===== config.mk =====
export PLATFORM = sky130hd
export DESIGN_NAME = ssd1306_fb_flush
export DESIGN_NICKNAME = d
export VERILOG_FILES = /design/src/rtl/ssd1306_fb_flush.sv
export SDC_FILE = /design/constraint.sdc
export NUM_CORES = 1
export LEC_CHECK = 0
export ABC_CLOCK_PERIOD_IN_PS = 2000
export BUFFER_PORTS_ARGS = -buffer_cell sky130_fd_sc_hd__buf_2
export CORE_MARGIN = 5
export CORE_UTILIZATION = 50
export CTS_CLUSTER_DIAMETER = 30
export DETAILED_ROUTE_END_ITERATION = 10
export PLACE_DENSITY = 0.87
export SLEW_MARGIN = 20
export SYNTH_ARGS = -nofsm -noshare
export SYNTH_HDL_FRONTEND = slang
export SYNTH_SLANG_ARGS = --single-unit

===== constraint.sdc =====
create_clock -name clk -period 2 [get_ports clk]
set_input_delay 0.4 -clock clk [delete_from_list [all_inputs] [get_ports clk]]
set_output_delay 0.4 -clock clk [all_outputs]
set_load 0.01 [all_outputs]

===== src/rtl/ssd1306_fb_flush.sv =====
// ssd1306_fb_flush: streams one SSD1306 frame from framebuffer RAM to the panel
// through the I2C API block, one API function at a time.
// Build option: define SSD1306_INIT_EN to send the panel power-up command list
// once, ahead of the first frame after reset.
module ssd1306_fb_flush #(
  parameter int         WIDTH        = 128,
  parameter int         PAGES        = 8,
  parameter logic [6:0] SLAVE_ADDR   = 7'h3C,
  parameter logic [7:0] FN_IDLE      = 8'hFF,
  // Function codes; override to match the API block's encoding.
  parameter logic [7:0] FN_START     = 8'h01,
  parameter logic [7:0] FN_WRITE_RAW = 8'h02,
  parameter logic [7:0] FN_STOP      = 8'h03
) (
  input  logic       clk,
  input  logic       reset,
  input  logic       flush_req,
  output logic       busy,
  output logic       flush_done,
  output logic       fb_rd,
  output logic [9:0] fb_addr,
  input  logic [7:0] fb_rdata,
  output logic       api_enable,
  output logic [7:0] api_function,
  output logic [6:0] api_slave_addr,
  output logic [7:0] api_device_register,
  output logic [7:0] api_data_tx,
  input  logic       api_ready,
  input  logic       api_done
);

  // Top-level sequencer states
  localparam logic [2:0] S_IDLE  = 3'd0;
  localparam logic [2:0] S_CMD   = 3'd1;
  localparam logic [2:0] S_HDR   = 3'd2;
  localparam logic [2:0] S_FETCH = 3'd3;
  localparam logic [2:0] S_LATCH = 3'd4;
  localparam logic [2:0] S_DATA  = 3'd5;
  localparam logic [2:0] S_END   = 3'd6;
`ifdef SSD1306_INIT_EN
  localparam logic [2:0] S_INIT  = 3'd7;
  localparam logic [4:0] INIT_LAST = 5'd27;
`endif

  // Per-operation handshake states
  localparam logic [1:0] H_OFF   = 2'd0;
  localparam logic [1:0] H_ISSUE = 2'd1;
  localparam logic [1:0] H_WAIT  = 2'd2;
  localparam logic [1:0] H_GAP   = 2'd3;

  localparam logic [4:0] CMD_LAST = 5'd8;
  localparam logic [4:0] HDR_LAST = 5'd1;
  localparam logic [9:0] LAST_IDX = 10'(WIDTH * PAGES - 1);

  logic [2:0]  top;
  logic [1:0]  hs;
  logic [4:0]  op_idx;
  logic [4:0]  op_inc;
  logic [9:0]  byte_idx;
  logic        pending;
  logic [15:0] op_next;
  logic        list_last;
`ifdef SSD1306_INIT_EN
  logic        init_done;
`endif

  assign api_slave_addr      = SLAVE_ADDR;
  assign api_device_register = 8'h00;
  assign op_inc              = op_idx + 5'd1;

  // Addressing preamble: full column and page window, horizontal mode assumed.
  function automatic logic [15:0] cmd_op(input logic [4:0] idx);
    logic [15:0] op;
    case (idx)
      5'd0:    op = {FN_START, 8'h00};
      5'd1:    op = {FN_WRITE_RAW, 8'h00};
      5'd2:    op = {FN_WRITE_RAW, 8'h21};
      5'd3:    op = {FN_WRITE_RAW, 8'h00};
      5'd4:    op = {FN_WRITE_RAW, 8'(WIDTH - 1)};
      5'd5:    op = {FN_WRITE_RAW, 8'h22};
      5'd6:    op = {FN_WRITE_RAW, 8'h00};
      5'd7:    op = {FN_WRITE_RAW, 8'(PAGES - 1)};
      default: op = {FN_STOP, 8'h00};
    endcase
    return op;
  endfunction

  // Data transfer header: START then the 0x40 data control byte.
  function automatic logic [15:0] hdr_op(input logic [4:0] idx);
    logic [15:0] op;
    if (idx == 5'd0) op = {FN_START, 8'h00};
    else             op = {FN_WRITE_RAW, 8'h40};
    return op;
  endfunction

`ifdef SSD1306_INIT_EN
  // Power-up list: START, control byte 0x00, 25 command bytes, STOP.
  function automatic logic [15:0] init_op(input logic [4:0] idx);
    logic [7:0] b;
    case (idx)
      5'd2:    b = 8'hAE;
      5'd3:    b = 8'hD5;
      5'd4:    b = 8'h80;
      5'd5:    b = 8'hA8;
      5'd6:    b = 8'(PAGES * 8 - 1);
      5'd7:    b = 8'hD3;
      5'd8:    b = 8'h00;
      5'd9:    b = 8'h40;
      5'd10:   b = 8'h8D;
      5'd11:   b = 8'h14;
      5'd12:   b = 8'h20;
      5'd13:   b = 8'h00;
      5'd14:   b = 8'hA1;
      5'd15:   b = 8'hC8;
      5'd16:   b = 8'hDA;
      5'd17:   b = 8'h12;
      5'd18:   b = 8'h81;
      5'd19:   b = 8'hCF;
      5'd20:   b = 8'hD9;
      5'd21:   b = 8'hF1;
      5'd22:   b = 8'hDB;
      5'd23:   b = 8'h40;
      5'd24:   b = 8'hA4;
      5'd25:   b = 8'hA6;
      5'd26:   b = 8'hAF;
      default: b = 8'h00;
    endcase
    if (idx == 5'd0) return {FN_START, 8'h00};
    if (idx == INIT_LAST) return {FN_STOP, 8'h00};
    return {FN_WRITE_RAW, b};
  endfunction
`endif

  // Look up the operation that follows the current one in the active list;
  // at the end of a list this is the first operation of the next list.
  always_comb begin
    op_next   = {FN_IDLE, 8'h00};
    list_last = 1'b0;
    case (top)
`ifdef SSD1306_INIT_EN
      S_INIT: begin
        list_last = (op_idx == INIT_LAST);
        op_next   = list_last ? cmd_op(5'd0) : init_op(op_inc);
      end
`endif
      S_CMD: begin
        list_last = (op_idx == CMD_LAST);
        op_next   = list_last ? hdr_op(5'd0) : cmd_op(op_inc);
      end
      S_HDR: begin
        list_last = (op_idx == HDR_LAST);
        op_next   = hdr_op(op_inc);
      end
      default: ;
    endcase
  end

  // Frame sequencer and API handshake; all outputs are registered.
  always_ff @(posedge clk or posedge reset) begin
    if (reset) begin
      top          <= S_IDLE;
      hs           <= H_OFF;
      op_idx       <= 5'd0;
      byte_idx     <= 10'd0;
      pending      <= 1'b0;
`ifdef SSD1306_INIT_EN
      init_done    <= 1'b0;
`endif
      busy         <= 1'b0;
      flush_done   <= 1'b0;
      fb_rd        <= 1'b0;
      fb_addr      <= 10'd0;
      api_function <= FN_IDLE;
      api_data_tx  <= 8'h00;
      api_enable   <= 1'b0;
    end else begin
      api_enable <= 1'b1;
      flush_done <= 1'b0;
      // Requests arriving mid-frame coalesce into a single queued flush.
      if (flush_req && busy) pending <= 1'b1;

      case (top)
        S_IDLE: begin
          if (flush_req || pending) begin
            busy         <= 1'b1;
            pending      <= 1'b0;
            op_idx       <= 5'd0;
            hs           <= H_ISSUE;
            api_function <= FN_START;
            api_data_tx  <= 8'h00;
`ifdef SSD1306_INIT_EN
            top          <= init_done ? S_CMD : S_INIT;
`else
            top          <= S_CMD;
`endif
          end
        end

        S_FETCH: begin
          fb_rd <= 1'b0;
          top   <= S_LATCH;
        end

        // RAM data is valid here, one cycle after the read strobe.
        S_LATCH: begin
          api_data_tx  <= fb_rdata;
          api_function <= FN_WRITE_RAW;
          hs           <= H_ISSUE;
          top          <= S_DATA;
        end

        default: begin
          case (hs)
            H_ISSUE: begin
              if (api_ready) hs <= H_WAIT;
            end

            // The code stays put until the API reports completion.
            H_WAIT: begin
              if (api_done) begin
                hs           <= H_GAP;
                api_function <= FN_IDLE;
                if (top == S_END) flush_done <= 1'b1;
              end
            end

            H_GAP: begin
              if (api_ready) begin
                case (top)
`ifdef SSD1306_INIT_EN
                  S_INIT: begin
                    api_function <= op_next[15:8];
                    api_data_tx  <= op_next[7:0];
                    hs           <= H_ISSUE;
                    if (list_last) begin
                      op_idx    <= 5'd0;
                      init_done <= 1'b1;
                      top       <= S_CMD;
                    end else begin
                      op_idx <= op_inc;
                    end
                  end
`endif
                  S_CMD: begin
                    api_function <= op_next[15:8];
                    api_data_tx  <= op_next[7:0];
                    hs           <= H_ISSUE;
                    if (list_last) begin
                      op_idx <= 5'd0;
                      top    <= S_HDR;
                    end else begin
                      op_idx <= op_inc;
                    end
                  end
                  S_HDR: begin
                    if (list_last) begin
                      hs      <= H_OFF;
                      top     <= S_FETCH;
                      fb_rd   <= 1'b1;
                      fb_addr <= byte_idx;
                    end else begin
                      api_function <= op_next[15:8];
                      api_data_tx  <= op_next[7:0];
                      hs           <= H_ISSUE;
                      op_idx       <= op_inc;
                    end
                  end
                  // The index never advances past the last byte.
                  S_DATA: begin
                    if (byte_idx == LAST_IDX) begin
                      top          <= S_END;
                      api_function <= FN_STOP;
                      api_data_tx  <= 8'h00;
                      hs           <= H_ISSUE;
                    end else begin
                      byte_idx <= byte_idx + 10'd1;
                      fb_addr  <= byte_idx + 10'd1;
                      fb_rd    <= 1'b1;
                      hs       <= H_OFF;
                      top      <= S_FETCH;
                    end
                  end
                  S_END: begin
                    top      <= S_IDLE;
                    busy     <= 1'b0;
                    hs       <= H_OFF;
                    byte_idx <= 10'd0;
                  end
                  default: hs <= H_OFF;
                endcase
              end
            end

            default: ;
          endcase
        end
      endcase
    end
  end

endmodule


==> reports/qor.csv <==
metric;value;unit
status;finished clean;
endpoint;op_idx[4];
drive_above_1_share;0.282;
setup.worst_path.start_class;register;
port_buffers;42;
via_per_inst;5.59;
finalHoldViolCount;0;
cp-end-kind;register;
htreeDepth;2;
rrSetupSlack;10;ps
die_height;85.6;um
clock_latency;310;ps
cts_buffers;5;
synth_edf_count;0;
worst_slew_pin_slew;570;ps
leakage;1.48;nW
arrival;2220;ps
crit_family;simple AND/OR/NAND/NOR gates;
cts.clk_slew.worst_paths;90;ps
irDropWorstVdd;0.830;mV
ys_ff_latch;46;
layout_common_cells;buf_2 (43), dfrtp_1 (41), nor2_1 (39);
ys_warn_count;0;
grt_pass1_vias;2432;
finalSetupViolations;0;
p_per_area;1360;mW/mm^2
worst_clock_skew;7.19;ps
fin_ws;11.2;ps
drtIter0Drc;100;
p_switching;2.02;mW
dp_slack;-64.4;ps
path_depth;7;
tritoncts;yes;
rsz0062_at_grt;true;
startpoint;op_idx[1];
layout_commonest_cell;buf_2;
hpwl;4.76;mm
fin_nets;398;
timing.hold.ws;99.8;ps
power_frac_seq;0.356;
io_pins;58;
syn_area;0.00286;sq mm
hp-class;in2async;
r2r_cells;7;
grt_util_met1;0.208;
fillers;469;
fin_crit_sh;0.994;
grt_max_degree;27;
maxSlewViolCount;0;
path_cells;inv_2 > ha_4 > nor4b_4 > nand3b_1 > a211o_1 > or4_4 > o211ai_2;
clockBufferDepth;2;
p_comb_frac;0.517;
min_period;1990;ps
routabilityCongestion;0.844;
synth_ff_type;dfrtp_1;
maxSlewHeadroom;0.609;
grt_overflow_total;0;
final_cell_area;0.00338;sq mm
cpPeakStageDelay;490;ps
detail-route-antenna-nets;0;
use_met3;0.0336;
dieArea;0.00733;sq mm
seq_area_frac_synth;0.404;
grt_pass1_wl;10.7;mm
antenna_found_initial;0;
synthCells;323;
r2r-end;op_idx[4];
switching_share;0.442;
intPower;2.56;mW
clock.fmax;0.503;GHz
multiInputGateArea;0.00154;sq mm
start_util;0.516;
clock_sinks;46;
gr-max-usage-layer;met2;
die_w;85.6;um
seq_area;0.00116;sq mm
crit_buf_inv;1;
antenna_cells;0;
cp_slowest_cell;or4_4;
place_area;0.00319;sq mm
rows;27;
first_pass_iters;4;
finalWirelength;6.72;mm
crit_type;reg2reg;
wire_per_inst;14.9;um
drc;0;
vias;2520;
ys_types;57;
cp.required;2230;ps
cts-root-buf;clkbuf_8;
reg2reg_from;op_idx[1];
met2_usage;0.328;
drv_cap;0;
p_clk_frac;0.127;
async_flop_share;1.00;
syn_avg_cell_area;8.85;sq um
cp_max_fo;5;
grt_usage;0.178;
area_growth;18.2;%
core_area;0.00554;sq mm
## timing repair
item	CTS	global route
setup buffers	0	3
endpoints found under the setup margin	4	12
resized for setup	1	13
gates cloned	0	1
hold buffers	0	0
pin swaps	0	7
## per-stage QoR
stage | cells | power (mW) | utilization | TNS [ps]
finish | 451 | 4.58 | 0.610 | 0
global route | 451 | 4.93 | 0.610 | -125
CTS | 447 | 4.43 | 0.594 | 0
detailed placement | 439 | 3.82 | 0.576 | -121
global placement | 439 | 3.72 | 0.576 | 0
floorplan | 337 | 3.11 | - | 0
## registers in the layout, indices dropped and copies added, names as in the netlist
register and count:
byte_idx 10, fb_addr 10, api_data_tx 8, op_idx 5, api_function 3, top 3
hs 2, api_enable 1, busy 1, fb_rd 1, flush_done 1, pending 1
## worst min path at each step
stage | startpoint | end | slack (ps) | cells after the start
global route | reset | fb_addr[1] | 130 | 2
CTS | reset | fb_addr[1] | 110 | 2
detailed placement | reset | fb_addr[1] | 440 | 2
finish | reset | fb_addr[1] | 100 | 2
global placement | reset | fb_addr[1] | 440 | 2
floorplan | api_function[0] | api_function[0] | 490 | 1
## final cells by class
type                       count  area share
clock buffer                   5      0.0204
multi-input combinational    243       0.456
sequential                    46       0.343
clock inverter                 3     0.00630
timing repair buffer          72       0.137
inverter                      10      0.0111
tap                           72      0.0267
## synthesized netlist by cell type, drive strengths merged (2+ instances only)
cell	instances	area share
and2	4	0.0088
nor2b	3	0.0066
dfrtp	43	0.38
nand2b	3	0.0066
mux2	3	0.012
nand4	4	0.0088
a31oi	6	0.013
o21ai	25	0.045
ha	7	0.031
a211oi	2	0.0070
nor4	3	0.0066
nand3b	3	0.0079
nor3b	2	0.0053
o2bb2ai	2	0.0061
dfstp	3	0.028
a21o	2	0.0053
nand3	10	0.018
nor4b	3	0.011
a2111oi	2	0.013
and3	4	0.0088
mux2i	2	0.0070
or4	2	0.0066
o31ai	5	0.013
inv	10	0.013
a21oi	32	0.060
nor3	7	0.012
buf	29	0.073
a211o	3	0.0092
clkbuf	9	0.012
xnor2	5	0.015
nand2	23	0.030
nor2	40	0.053
a22oi	2	0.0053
conb	2	0.0026
xor2	6	0.018
## per-layer routing
layer / wire [um] / share of wire / vias to the layer above
li1: - / - / 1214
met1: 2710 / 0.40 / 1218
met2: 3580 / 0.53 / 75
met3: 340 / 0.051 / 13
met4: 89 / 0.013 / 0
met5: 0 / 0 / -
## power by group through the flow
stage / sequential (mW) / combinational, mW / clock, mW
CTS: 1.61 / 2.23 / 0.594
detailed placement: 1.61 / 2.21 / 0
global placement: 1.59 / 2.13 / 0
floorplan: 1.64 / 1.47 / 0
finish: 1.63 / 2.37 / 0.584
global route: 1.68 / 2.61 / 0.637
## cells by family after synthesis
group                    synth area share
AO/OA/AOI/OAI                       0.211
XOR/XNOR                           0.0337
adder cells (fa/ha/maj)            0.0306
buffers and inverters              0.0981
flip-flops                          0.404
multiplexers                       0.0188
other                             0.00263
AND/OR/NAND/NOR                     0.201
Note: power is estimated with default switching activity, not from simulation.
